<file path="src/rtl/uart_tx_pkg.sv">
// Shared types for the UART transmit sequencer: frame state encoding and data width.
package uart_tx_pkg;

    typedef enum logic [2:0] {
        s_IDLE         = 3'd0,
        s_TX_START_BIT = 3'd1,
        s_TX_DATA_BITS = 3'd2,
        s_TX_STOP_BIT  = 3'd3,
        s_CLEANUP      = 3'd4
    } state_t;

    localparam int DATA_BITS = 8;

endpackage

</file>
<file path="src/rtl/uart_tx_ctrl_if.sv">
// Host-side bundle for the UART transmit sequencer: byte strobe in, frame status out.
interface uart_tx_ctrl_if;
    import uart_tx_pkg::*;

    // i_Tx_DV is a one-cycle valid strobe with no ready: it is accepted only on an edge where
    // o_State is s_IDLE and silently dropped otherwise; i_Tx_Byte is captured on that same edge.
    logic                 i_Tx_DV;
    logic [DATA_BITS-1:0] i_Tx_Byte;
    state_t               o_State;
    logic [2:0]           o_Bit_Index;
    logic                 o_Tx_Serial;
    logic                 o_Tx_Active;
    logic                 o_Tx_Done;

    modport master (
        output i_Tx_DV, i_Tx_Byte,
        input  o_State, o_Bit_Index, o_Tx_Serial, o_Tx_Active, o_Tx_Done
    );

    modport slave (
        input  i_Tx_DV, i_Tx_Byte,
        output o_State, o_Bit_Index, o_Tx_Serial, o_Tx_Active, o_Tx_Done
    );

endinterface

</file>
<file path="src/rtl/uart_tx_mux_1.sv">
// Bit-select mux: turns frame state, bit index and latched byte into the serial line level.
module uart_tx_mux_1
    import uart_tx_pkg::*;
(
    input  state_t               state,
    input  logic [DATA_BITS-1:0] data,
    input  logic [2:0]           bit_index,
    output logic                 serial
);

    always_comb begin
        serial = 1'b1;
        case (state)
            s_TX_START_BIT: serial = 1'b0;
            s_TX_DATA_BITS: serial = data[bit_index];
            default:        serial = 1'b1;
        endcase
    end

endmodule

</file>
<file path="src/rtl/uart_tx_ctrl.sv">
// UART transmit sequencer: accepts one byte per frame and walks start, 8 data bits (LSB first),
// stop and a one-cycle cleanup, each serial bit lasting CLKS_PER_BIT clocks.
module uart_tx_ctrl
    import uart_tx_pkg::*;
#(
    parameter int CLKS_PER_BIT = 87
) (
    input  logic           i_Clock,
    input  logic           i_Rst_n,
    uart_tx_ctrl_if.slave  bus
);

    localparam int CNT_W = $clog2(CLKS_PER_BIT);
    localparam logic [CNT_W-1:0] LAST_CNT = CNT_W'(CLKS_PER_BIT - 1);
    localparam logic [2:0]       LAST_BIT = 3'(DATA_BITS - 1);

    state_t               state;
    logic [CNT_W-1:0]     count;
    logic [2:0]           bit_index;
    logic [DATA_BITS-1:0] data_q;
    logic                 active;
    logic                 done;
    logic                 bit_end;

    assign bit_end = (count == LAST_CNT);

    always_ff @(posedge i_Clock) begin
        if (!i_Rst_n) begin
            state     <= s_IDLE;
            count     <= '0;
            bit_index <= '0;
            data_q    <= '0;
            active    <= 1'b0;
            done      <= 1'b0;
        end else begin
            case (state)
                s_IDLE: begin
                    count     <= '0;
                    bit_index <= '0;
                    done      <= 1'b0;
                    if (bus.i_Tx_DV) begin
                        data_q <= bus.i_Tx_Byte;
                        active <= 1'b1;
                        state  <= s_TX_START_BIT;
                    end
                end
                s_TX_START_BIT: begin
                    if (bit_end) begin
                        count     <= '0;
                        bit_index <= '0;
                        state     <= s_TX_DATA_BITS;
                    end else begin
                        count <= count + 1'b1;
                    end
                end
                s_TX_DATA_BITS: begin
                    if (bit_end) begin
                        count <= '0;
                        if (bit_index == LAST_BIT) begin
                            bit_index <= '0;
                            state     <= s_TX_STOP_BIT;
                        end else begin
                            bit_index <= bit_index + 3'd1;
                        end
                    end else begin
                        count <= count + 1'b1;
                    end
                end
                s_TX_STOP_BIT: begin
                    if (bit_end) begin
                        count  <= '0;
                        active <= 1'b0;
                        done   <= 1'b1;
                        state  <= s_CLEANUP;
                    end else begin
                        count <= count + 1'b1;
                    end
                end
                s_CLEANUP: begin
                    count <= '0;
                    done  <= 1'b0;
                    state <= s_IDLE;
                end
                // Illegal encodings recover to idle with everything at its reset value.
                default: begin
                    state     <= s_IDLE;
                    count     <= '0;
                    bit_index <= '0;
                    data_q    <= '0;
                    active    <= 1'b0;
                    done      <= 1'b0;
                end
            endcase
        end
    end

    uart_tx_mux_1 u_mux (
        .state     (state),
        .data      (data_q),
        .bit_index (bit_index),
        .serial    (bus.o_Tx_Serial)
    );

    assign bus.o_State     = state;
    assign bus.o_Bit_Index = bit_index;
    assign bus.o_Tx_Active = active;
    assign bus.o_Tx_Done   = done;

endmodule

</file>
<file path="src/flat_wrapper.sv">
// flat-port wrapper written by rule: the top's interface ports become plain ports
module uart_tx_ctrl_flat import uart_tx_pkg::*;
#(
    parameter int CLKS_PER_BIT = 87
)
  (i_Clock, i_Rst_n, bus_i_Tx_DV, bus_i_Tx_Byte, bus_o_State, bus_o_Bit_Index, bus_o_Tx_Serial, bus_o_Tx_Active, bus_o_Tx_Done);
  uart_tx_ctrl_if bus_i ();
  input  logic i_Clock;
  input  logic i_Rst_n;
  input wire logic [$bits(bus_i.i_Tx_DV)-1:0] bus_i_Tx_DV;
  input wire logic [$bits(bus_i.i_Tx_Byte)-1:0] bus_i_Tx_Byte;
  output wire logic [$bits(bus_i.o_State)-1:0] bus_o_State;
  output wire logic [$bits(bus_i.o_Bit_Index)-1:0] bus_o_Bit_Index;
  output wire logic [$bits(bus_i.o_Tx_Serial)-1:0] bus_o_Tx_Serial;
  output wire logic [$bits(bus_i.o_Tx_Active)-1:0] bus_o_Tx_Active;
  output wire logic [$bits(bus_i.o_Tx_Done)-1:0] bus_o_Tx_Done;
  assign bus_i.i_Tx_DV = bus_i_Tx_DV;
  assign bus_i.i_Tx_Byte = bus_i_Tx_Byte;
  assign bus_o_State = bus_i.o_State;
  assign bus_o_Bit_Index = bus_i.o_Bit_Index;
  assign bus_o_Tx_Serial = bus_i.o_Tx_Serial;
  assign bus_o_Tx_Active = bus_i.o_Tx_Active;
  assign bus_o_Tx_Done = bus_i.o_Tx_Done;
  uart_tx_ctrl #(.CLKS_PER_BIT(CLKS_PER_BIT)) u_core (.i_Clock(i_Clock), .i_Rst_n(i_Rst_n), .bus(bus_i));
endmodule
</file>
<file path="config.mk">
export PLATFORM = sky130hd
export DESIGN_NAME = uart_tx_ctrl_flat
export DESIGN_NICKNAME = d
export VERILOG_FILES = /design/src/rtl/uart_tx_pkg.sv /design/src/rtl/uart_tx_ctrl_if.sv /design/src/rtl/uart_tx_mux_1.sv /design/src/rtl/uart_tx_ctrl.sv /design/src/flat_wrapper.sv
export SDC_FILE = /design/constraint.sdc
export NUM_CORES = 1
export LEC_CHECK = 0
export BUFFER_PORTS_ARGS = -buffer_cell sky130_fd_sc_hd__buf_2
export CAP_MARGIN = 20
export CORE_MARGIN = 4
export CORE_UTILIZATION = 40
export DETAILED_ROUTE_END_ITERATION = 10
export GPL_TIMING_DRIVEN = 0
export HOLD_SLACK_MARGIN = 0.08
export SLEW_MARGIN = 20
export SYNTH_ARGS = -nofsm -noshare
export SYNTH_HDL_FRONTEND = slang
export SYNTH_HIERARCHICAL = 1
export SYNTH_SLANG_ARGS = --single-unit
</file>
<file path="constraint.sdc">
create_clock -name i_Clock -period 1.6 [get_ports i_Clock]
set_input_delay 0.16 -clock i_Clock [delete_from_list [all_inputs] [get_ports i_Clock]]
set_output_delay 0.16 -clock i_Clock [all_outputs]
set_load 0.005 [all_outputs]
</file>
==> results of run 1 <==
worst paths after layout:
check,from,endpoint,slack (ns),depth (start not counted)
setup / recovery,u_core/bus.o_Bit_Index[0],bus_o_Tx_Serial,-0.11,4
hold / removal,bus_i_Tx_Byte[2],u_core/data_q[2],0.12,3
setup reg to reg,u_core/count[0],u_core/bus.o_Tx_Active,0.10,6
hold reg to reg,u_core/bus.o_Tx_Done,u_core/bus.o_Tx_Done,0.45,2
repair_timing:
item,in CTS,in global routing
gates cloned,0,0
endpoints found under the setup margin,9,12
hold endpoints to repair,0,0
pin swaps,1,0
setup buffers,2,0
gates resized for setup,2,7
through the flow:
stage / power [mW] / utilization [%] / cell area, um2 / setup TNS [ns]
after floorplan: 0.6919 / - / 1141 / 0
after global placement: 0.7265 / 46.64 / 1275 / -0.04487
after detailed placement: 0.7294 / 46.64 / 1275 / -0.05749
after CTS: 0.9978 / 48.15 / 1316 / -0.1424
after global routing: 1.043 / 49.02 / 1340 / -0.1941
final: 0.9857 / 49.02 / 1340 / -0.1105
power by group:
part           leakage [nW]  total (mW)  switching (mW)  internal [mW]
logic                 0.337       0.119          0.0569         0.0622
registers             0.188       0.600          0.0115          0.589
clock network        0.0150       0.266           0.169         0.0971
worst max-delay path, delay by kind of cell, from the launching register on:
| family | cells | cell delay (ns) |
|---|---|---|
| multiplexers | 1 | 0.51 |
| flip-flops | 1 | 0.40 |
| AND/OR/NAND/NOR | 1 | 0.13 |
| buffers and inverters | 1 | 0.13 |
| AO/OA/AOI/OAI | 1 | 0.08 |
registers in the layout, indices dropped and copies added, names as in the netlist:
| name | cells |
|---|---|
| u_core/bus.o_Bit_Index | 3 |
| u_core/bus.o_State | 3 |
| u_core/bus.o_Tx_Active | 1 |
| u_core/bus.o_Tx_Done | 1 |
| u_core/count | 7 |
| u_core/data_q | 8 |
cells by family (layout without fill, tap and decap cells):
group                      Yosys count  in the layout  share of synthesized area [%]
and+or+nand+nor                     52             52                          26.64
DFF                                 23             23                          40.35
AOI/OAI and AO/OA                   19             19                          13.49
buffers and inverters                8             32                          4.934
xor gates and xnor gates             6              6                          4.606
muxes                                5              5                          5.592
adders and majority gates            4              4                          4.386
layout make-up:
type                       instances  area [um2]  share of cell area (%)
sequential                        23       464.2                   34.64
buffer                             4       41.29                   3.081
clock buffer                       4       26.28                   1.961
tap                               31       38.79                   2.894
multi-input combinational         86       648.1                   48.37
inverter                           3       11.26                  0.8403
timing repair buffer              21       110.1                   8.217
cells in the final DEF (no fill, tap or decap), types with 2 or more instances in the layout:
| cell type | netlist | final |
|---|---|---|
| dfxtp_1 | 23 | 22 |
| buf_2 | 0 | 19 |
| nor2_1 | 14 | 13 |
| nand2_1 | 9 | 9 |
| a22oi_1 | 8 | 8 |
| nor2b_1 | 9 | 8 |
| nand3_1 | 4 | 4 |
| a21oi_1 | 4 | 4 |
| ha_1 | 4 | 4 |
| clkbuf_4 | 0 | 3 |
| inv_1 | 3 | 3 |
| mux2i_1 | 3 | 3 |
| and3_1 | 3 | 3 |
| xor2_1 | 3 | 3 |
| xnor2_1 | 3 | 3 |
| clkbuf_1 | 2 | 2 |
| buf_4 | 0 | 2 |
| buf_6 | 2 | 2 |
| nand2b_1 | 2 | 2 |
layer usage:
layer  part of all wire [%]  track usage (%)
met1                     47            16.86
met2                     46            20.24
met3                    5.8            3.774
met4                   0.87            6.061
met5                      0                0
==> flow_metrics.tcl, run 1 <==
set metrics [dict create \
    avgSynthCellArea_um2 9.753 \
    cts_buffers 3 \
    yosys_warnings 6 \
    yosys.area.top_type "dfxtp_1" \
    synthArstFlopShare_pct 0 \
    wirelength_um 2191 \
    synth_area_mm2 0.001141 \
    power_leakage_nw 0.5396 \
    start_kind "flop" \
    grt_max_degree 13 \
    layout_setup_ws_ns -0.1105 \
    core_region_area_mm2 0.002734 \
    fp-row-count 19 \
    worstMarginPinSlew_ns 0.4849 \
    path_clk_slew_ns 0.13 \
    n_fill_cell 270 \
    globalRoute.totalOverflow 0 \
    power_density_mw_per_mm2 735.6 \
    outcome "complete, but fails checks" \
    critPathKind "flop to output port" \
    synthCells 117 \
    grt_setup_unrepaired "true" \
    routedWlPerCell_um 12.74 \
    cp.arrival_ns 1.55 \
    hold_buffers 0 \
    drive_above_1_share_pct 29.79 \
    place_ws_ns -0.05749 \
    synth_common_cells "dfxtp_1, nor2_1, nand2_1, nor2b_1, a22oi_1" \
    period_minus_slack_ns 1.710 \
    dieArea_mm2 0.003771 \
    worstHoldPathType "input pin to flop" \
    n_antenna_cell 0 \
    start_util_pct 41.74 \
    fin_skew_ns 0.008299 \
    ioPinCount 20 \
    drc 0 \
    ant_nets 0 \
    grt_pass1_vias 863 \
    fp.dieW_um 61.41 \
    fin_crit_sh_pct 106.9 \
    syn_nets 132 \
    clockRootBuffer "clkbuf_4" \
    worstPathRequired_ns 1.44 \
    clockBufferDepth 2 \
    ys_dominant_reg_cell "dfxtp_1" \
    htree_levels 1 \
    hold_viol 0 \
    violations "negative setup slack" \
    crit_chain "mux4_2 -> nor2b_2 -> o41ai_2 -> buf_2" \
    cts_tree "yes" \
    grt_pass1_wl_um 3677 \
    insertion_delay_ns 0.30 \
    viasPerCell 5.221 \
    drv_slew 0 \
    finalNonFillerCells 172 \
    synth_top_area_share_pct 40.35 \
    dpl.hpwl_um 1615 \
    synthMostInstantiatedCell "dfxtp_1" \
    yosys_register_bits 23 \
    antenna_found_initial 0 \
    gp_congestion 0.7785 \
    area_delta_synth_final_pct 17.43 \
    final_nets 157 \
    cts_sinks 23 \
    hold_ws_ns 0.1178 \
    yosysSeqAreaShare_pct 40.35 \
    drtIter0Drc 42 \
    port_buffers 19 \
    dp.cells 167 \
    slew_headroom_pct 66.84 \
    synth_cell_types 35 \
    drv_cap 0 \
    die_height_um 61.41 \
    synth_edf_count 0 \
    synthTopCellsByArea "dfxtp_1, a22oi_1, nor2b_1, nor2_1, ha_1" \
    drt_first_pass_iters 4 \
    dr_total_vias 898 \
    setup_viol 1 \
    cpMaxStageDelayCell "mux4_2" \
    max_freq_mhz 584.6 \
    grt_usage_pct 13.09 \
    cp-end-kind "output port" \
    path_max_fanout 5 \
    peakVddDrop_v 0.0004238 \
    cpPeakStageDelay_ns 0.51 \
]
Note: power is estimated with default switching activity, not from simulation.
==> inputs of run 2 (changes only) <==
--- a/config.mk
+++ b/config.mk
@@ -15,5 +15,4 @@
 export SLEW_MARGIN = 20
 export SYNTH_ARGS = -nofsm -noshare
 export SYNTH_HDL_FRONTEND = slang
-export SYNTH_HIERARCHICAL = 1
 export SYNTH_SLANG_ARGS = --single-unit
==> run 2 against run 1 <==
The flow still finishes with violations (negative setup slack). Fmax down 1.9%. Synthesized area grew 0.66%. Sequential share of layout area grew 0.45 points. Cell area down 1.0%. Worst hold slack got worse by 0.013 ns. Combinational power down 13%. Critical endpoint unchanged.
==> flow_metrics.tcl, run 2 <==
set metrics [dict create \
    hold_buffers 0 \
    core_region_area_mm2 0.002758 \
    dpl.hpwl_um 1734 \
    n_antenna_cell 0 \
    yosys_register_bits 23 \
    insertion_delay_ns 0.31 \
    synth_cell_types 35 \
    slew_headroom_pct 68.50 \
    finish.instance_area_mm2 0.001326 \
    dr_total_vias 926 \
    globalRoute.totalOverflow 0 \
    fp-row-count 19 \
    gp_congestion 0.7458 \
    grt_pass1_vias 872 \
    avgSynthCellArea_um2 9.652 \
    dp.cells 168 \
    die_height_um 61.59 \
    whs_endpoint "u_core.data_q[4]" \
    reg2reg_slack_ns 0.01 \
    yosysSeqAreaShare_pct 40.09 \
    final_nets 158 \
    path_max_fanout 3 \
    max_freq_mhz 573.6 \
    switchingPower_mw 0.2348 \
    synthArstFlopShare_pct 0 \
    fin_crit_sh_pct 109.0 \
    grt_max_degree 13 \
    cts_tree "yes" \
    wirelength_um 2355 \
    violations "negative setup slack" \
    layout_setup_ws_ns -0.1434 \
    worstPathRequired_ns 1.44 \
    dieArea_mm2 0.003793 \
    cts_buffers 3 \
    p_total_mw 0.9699 \
    cts_sinks 23 \
    finalNonFillerCells 173 \
    power_density_mw_per_mm2 731.3 \
    start_util_pct 41.65 \
    grt_usage_pct 14.19 \
    drv_slew 0 \
    fin_skew_ns 0.008361 \
    drv_cap 0 \
    internal-power_mw 0.7351 \
    start_kind "flop" \
    peakVddDrop_v 0.0005070 \
    htree_levels 1 \
    worstHoldPathType "input pin to flop" \
    ioPinCount 20 \
    p_seq_share_pct 61.8 \
    yosys.area.top_type "dfxtp_1" \
    p_clk_share_pct 27.5 \
    largest-register "u_core.data_q" \
    drc 0 \
    reg2reg_depth 6 \
    fp.dieW_um 61.59 \
    drtIter0Drc 22 \
    setup_tns_ns -0.1434 \
    min_path_cells 3 \
    viasPerCell 5.353 \
    cp.arrival_ns 1.58 \
    multi_input_area_um2 641.9 \
    ant_nets 0 \
    synth_area_mm2 0.001149 \
    hp-start "bus_i_Tx_Byte[4]" \
    final_cell_mix "dfxtp_1, buf_2, nand2_1" \
    period_minus_slack_ns 1.743 \
    clockBufferDepth 2 \
    rr_endpoint "u_core.bus.o_Bit_Index[1]" \
    power_leakage_nw 0.5188 \
    netSwitchingFraction_pct 24.20 \
    power_frac_comb_pct 10.7 \
    yosys_warnings 0 \
    synthTopCellsByArea "dfxtp_1, nand4b_1, nand2_1, a21boi_1, ha_1" \
    n_fill_cell 271 \
    synth_edf_count 0 \
    routedWlPerCell_um 13.61 \
    synth_common_cells "dfxtp_1, nand2_1, nor2_1" \
    syn_nets 134 \
    regArea_um2 465.4 \
    clockRootBuffer "clkbuf_4" \
    worstMarginPinSlew_ns 0.4660 \
    hold_viol 0 \
    reg_top3 "u_core.data_q: 8 flops, u_core.count: 7 flops" \
    grt_setup_unrepaired "true" \
    grt_pass1_wl_um 3967 \
    largest_register_ffs 8 \
    ys_dominant_reg_cell "dfxtp_1" \
    drt_first_pass_iters 4 \
    drive_above_1_share_pct 27.46 \
    final_common_cell "dfxtp_1" \
    path_clk_slew_ns 0.13 \
    synthMostInstantiatedCell "dfxtp_1" \
    rr_startpoint "u_core.bus.o_Bit_Index[0]" \
    outcome "complete, but fails checks" \
    dpl-instance-area_mm2 0.001277 \
    synthCells 119 \
    critPathKind "flop to output port" \
    area_delta_synth_final_pct 15.47 \
    port_buffers 18 \
    cp-end-kind "output port" \
    synth_top_area_share_pct 40.09 \
    antenna_found_initial 0 \
    setup_viol 1 \
]
==> run 2: changes by cell type in the layout (fill, tap and decap cells not counted), moves of 3 or more <==
cell,delta
a21boi_1,+8
a22oi_1,-8
nand2_1,+8
nand4b_1,+8
nor2_1,-3
nor2b_1,-7
==> run 2: stage by stage <==
| step | util [%] | hold WS, ns | setup WS (ns) |
|---|---|---|---|
| 5_1_grt | 48.09 | 0.1010 | -0.2087 |
| 2_1_floorplan | - | 0.3131 | 0.2243 |
| 3_5_place_dp | 46.32 | 0.4413 | 0.02603 |
| 3_3_place_gp | 46.32 | 0.4339 | 0.06577 |
| 6_report | 48.09 | 0.1049 | -0.1434 |
| 4_1_cts | 47.91 | 0.1009 | -0.1573 |
==> run 2: per-layer routing <==
layer	routed length, um	global-route usage (%)
met1	1159	18.42
met2	1033	21.52
met3	101	3.564
met4	60	7.576
met5	0	0
==> run 2: cell type report <==
cell class	count	area share, %
multi-input combinational	88	48.40
sequential	23	35.09
timing repair buffer	19	7.359
buffer	7	3.962
tap	31	2.925
clock buffer	4	1.981
inverter	1	0.2830
==> run 2: cell families after synthesis <==
kind of cell	share of synthesized area [%]
XOR/XNOR	5.338
AO/OA/AOI/OAI	9.586
multiplexers	7.407
buffers and inverters	4.793
adder cells (fa/ha/maj)	4.357
AND/OR/NAND/NOR	28.43
flip-flops	40.09
==> run 2: how the worst max path moves through the flow <==
| stage | start | to | slack (ns) |
|---|---|---|---|
| after floorplan | u_core.count[0] | u_core.count[2] | 0.22 |
| after global placement | u_core.bus.o_Bit_Index[0] | bus_o_Tx_Serial | 0.07 |
| after detailed placement | u_core.bus.o_Bit_Index[0] | u_core.bus.o_Bit_Index[1] | 0.03 |
| after CTS | u_core.bus.o_Bit_Index[0] | bus_o_Tx_Serial | -0.16 |
| after global routing | u_core.bus.o_Bit_Index[0] | bus_o_Tx_Serial | -0.21 |
| final | u_core.bus.o_Bit_Index[0] | bus_o_Tx_Serial | -0.14 |
==> run 2: timing repair <==
item | CTS | global route
setup endpoints to repair | 2 | 10
setup buffers | 1 | 0
gates resized for setup | 3 | 4
gates cloned | 0 | 0
pin swaps | 0 | 1
==> run 2: critical path: stages, from the launching register on <==
cell,delay [ns]
dfxtp_4,0.39
mux4_2,0.49
mux2i_1,0.15
a31oi_1,0.10
buf_2,0.14
==> run 2: power groups by stage <==
stage / Sequential, mW / Clock [mW] / Combinational (mW)
after global routing: 0.602 / 0.307 / 0.116
after CTS: 0.599 / 0.280 / 0.104
after detailed placement: 0.614 / 0 / 0.103
after global placement: 0.613 / 0 / 0.101
after floorplan: 0.611 / 0 / 0.0696
final: 0.599 / 0.267 / 0.104
==> inputs of run 3 (changes only) <==
--- a/config.mk
+++ b/config.mk
@@ -8,10 +8,11 @@
 export BUFFER_PORTS_ARGS = -buffer_cell sky130_fd_sc_hd__buf_2
 export CAP_MARGIN = 20
 export CORE_MARGIN = 4
-export CORE_UTILIZATION = 40
+export CORE_UTILIZATION = 49
 export DETAILED_ROUTE_END_ITERATION = 10
 export GPL_TIMING_DRIVEN = 0
 export HOLD_SLACK_MARGIN = 0.08
+export PLACE_DENSITY = 0.71
 export SLEW_MARGIN = 20
 export SYNTH_ARGS = -nofsm -noshare
 export SYNTH_HDL_FRONTEND = slang
==> run 3 against run 2 <==
The flow still finishes with violations (negative setup slack). Non-clock buffer count is the same. Global-route usage rose by 1.0 points. Routed wire length down 5.4%. Register-to-register slack gained 0.04 ns. Power about the same. Sequential share of layout area down 0.099 points. Combinational power about the same. Worst setup slack got worse by 0.0028 ns. Flip-flop and latch count did not move. Via count fell by 0.65%. First-iteration DRC count decreased by 36%. Largest power group unchanged.
==> flow_metrics.tcl, run 3 (synthesized netlist as in run 2, its figures left out) <==
set metrics [dict create \
    cts_tree "yes" \
    viasPerCell 5.412 \
    grt_pass1_vias 863 \
    final_cell_mix "dfxtp_1, buf_2, nand2_1" \
    fin_skew_ns 0.002426 \
    critPathKind "flop to output port" \
    dpl.hpwl_um 1697 \
    fin_crit_sh_pct 109.1 \
    worstHoldPathType "input pin to flop" \
    core_region_area_mm2 0.002212 \
    gp_congestion 0.8093 \
    internal-power_mw 0.7350 \
    max_freq_mhz 572.7 \
    peakVddDrop_v 0.0004307 \
    clockBufferDepth 2 \
    ioPinCount 20 \
    wirelength_um 2228 \
    die_height_um 56.42 \
    crit_chain "mux4_2 -> mux2i_1 -> a31oi_1 -> buf_2" \
    drv_cap 0 \
    cts_buffers 3 \
    htree_levels 1 \
    drc 0 \
    fp-row-count 17 \
    routedWlPerCell_um 13.11 \
    start_kind "flop" \
    drtIter0Drc 14 \
    final_common_cell "dfxtp_1" \
    fp.dieW_um 56.42 \
    outcome "complete, but fails checks" \
    p_total_mw 0.9695 \
    setup_viol 1 \
    worstMarginPinSlew_ns 0.4708 \
    grt_max_degree 13 \
    area_delta_synth_final_pct 15.80 \
    cpMaxStageDelayCell "mux4_2" \
    cp.arrival_ns 1.59 \
    p_clk_share_pct 27.5 \
    antenna_found_initial 0 \
    cpPeakStageDelay_ns 0.50 \
    dr_total_vias 920 \
    n_antenna_cell 0 \
    largest-register "u_core.data_q" \
    path_max_fanout 3 \
    power_density_mw_per_mm2 728.9 \
    hold_viol 0 \
    drive_above_1_share_pct 26.76 \
    drv_slew 0 \
    largest_register_ffs 8 \
    grt_usage_pct 15.21 \
    netSwitchingFraction_pct 24.19 \
    violations "negative setup slack" \
    ant_nets 0 \
    grt_setup_unrepaired "true" \
    port_buffers 18 \
    globalRoute.totalOverflow 0 \
    insertion_delay_ns 0.30 \
    period_minus_slack_ns 1.746 \
    start_util_pct 51.92 \
    power_frac_comb_pct 10.7 \
    dieArea_mm2 0.003183 \
    cp_num_buf_inv 1 \
    reg_top3 "u_core.data_q: 8 flops, u_core.count: 7 flops" \
    grt_pass1_wl_um 3870 \
    path_clk_slew_ns 0.12 \
    p_seq_share_pct 61.8 \
    switchingPower_mw 0.2345 \
    layout_setup_ws_ns -0.1462 \
    power_leakage_nw 0.5155 \
    cp-end-kind "output port" \
    final_nets 158 \
    cts_sinks 23 \
    clockRootBuffer "clkbuf_4" \
    worstPathRequired_ns 1.44 \
    place_ws_ns 0.04189 \
    cp_top_family "multiplexers" \
    slew_headroom_pct 68.17 \
    drt_first_pass_iters 4 \
]
==> run 3: worst min-delay path: cells and delay by family <==
kind	cells	cell delay [ns]
AND/OR/NAND/NOR	1	0.07
AO/OA/AOI/OAI	1	0.06
buffers and inverters	1	0.10
==> run 3: cell type report <==
class,count,area [um2]
Inverter,1,3.754
Clock buffer,4,26.28
Multi-Input combinational cell,88,650.6
Tap cell,28,35.03
Timing Repair Buffer,19,97.59
Sequential cell,23,465.4
Buffer,7,51.30
Fill cell,201,882.1
==> run 3: timing repair <==
| item | 4_1_cts | 5_1_grt |
|---|---|---|
| resized for setup | 3 | 3 |
| hold buffers | 0 | 0 |
| setup buffers | 1 | 0 |
| pin swaps | 0 | 1 |
| endpoints found under the setup margin | 2 | 10 |
==> run 3: power groups by stage <==
| stage | Clock (mW) | Sequential, mW | Combinational (mW) |
|---|---|---|---|
| after floorplan | 0 | 0.611 | 0.0696 |
| after global placement | 0 | 0.612 | 0.100 |
| after detailed placement | 0 | 0.614 | 0.103 |
| after CTS | 0.276 | 0.599 | 0.104 |
| after global routing | 0.297 | 0.602 | 0.116 |
| final | 0.267 | 0.599 | 0.104 |
==> run 3: metrics by stage <==
step | cells | util (%) | TNS, ns | cell area [um2] | hold slack, ns
2_1_floorplan | 119 | - | 0 | 1149 | 0.3131
3_3_place_gp | 165 | 57.58 | 0 | 1274 | 0.4357
3_5_place_dp | 165 | 57.58 | 0 | 1274 | 0.4416
4_1_cts | 170 | 59.56 | -0.1637 | 1318 | 0.1033
5_1_grt | 170 | 60.12 | -0.3329 | 1330 | 0.1088
6_report | 170 | 60.12 | -0.1462 | 1330 | 0.1152
==> run 3: worst paths after layout <==
| check | start | end | slack (ns) | cells after the start |
|---|---|---|---|---|
| max | u_core.bus.o_Bit_Index[0] | bus_o_Tx_Serial | -0.15 | 4 |
| min | bus_i_Tx_Byte[3] | u_core.data_q[3] | 0.12 | 3 |
| max reg2reg | u_core.bus.o_Bit_Index[0] | u_core.bus.o_Bit_Index[1] | 0.05 | 6 |
| min reg2reg | u_core.count[0] | u_core.count[0] | 0.44 | 1 |
==> run 3: per-layer routing <==
layer	share of wire (%)	track usage, %	up-vias
li1	-	-	467
met1	47	19.38	428
met2	47	24.71	21
met3	5.0	2.529	4
met4	1.4	7.458	0
met5	0	0	-
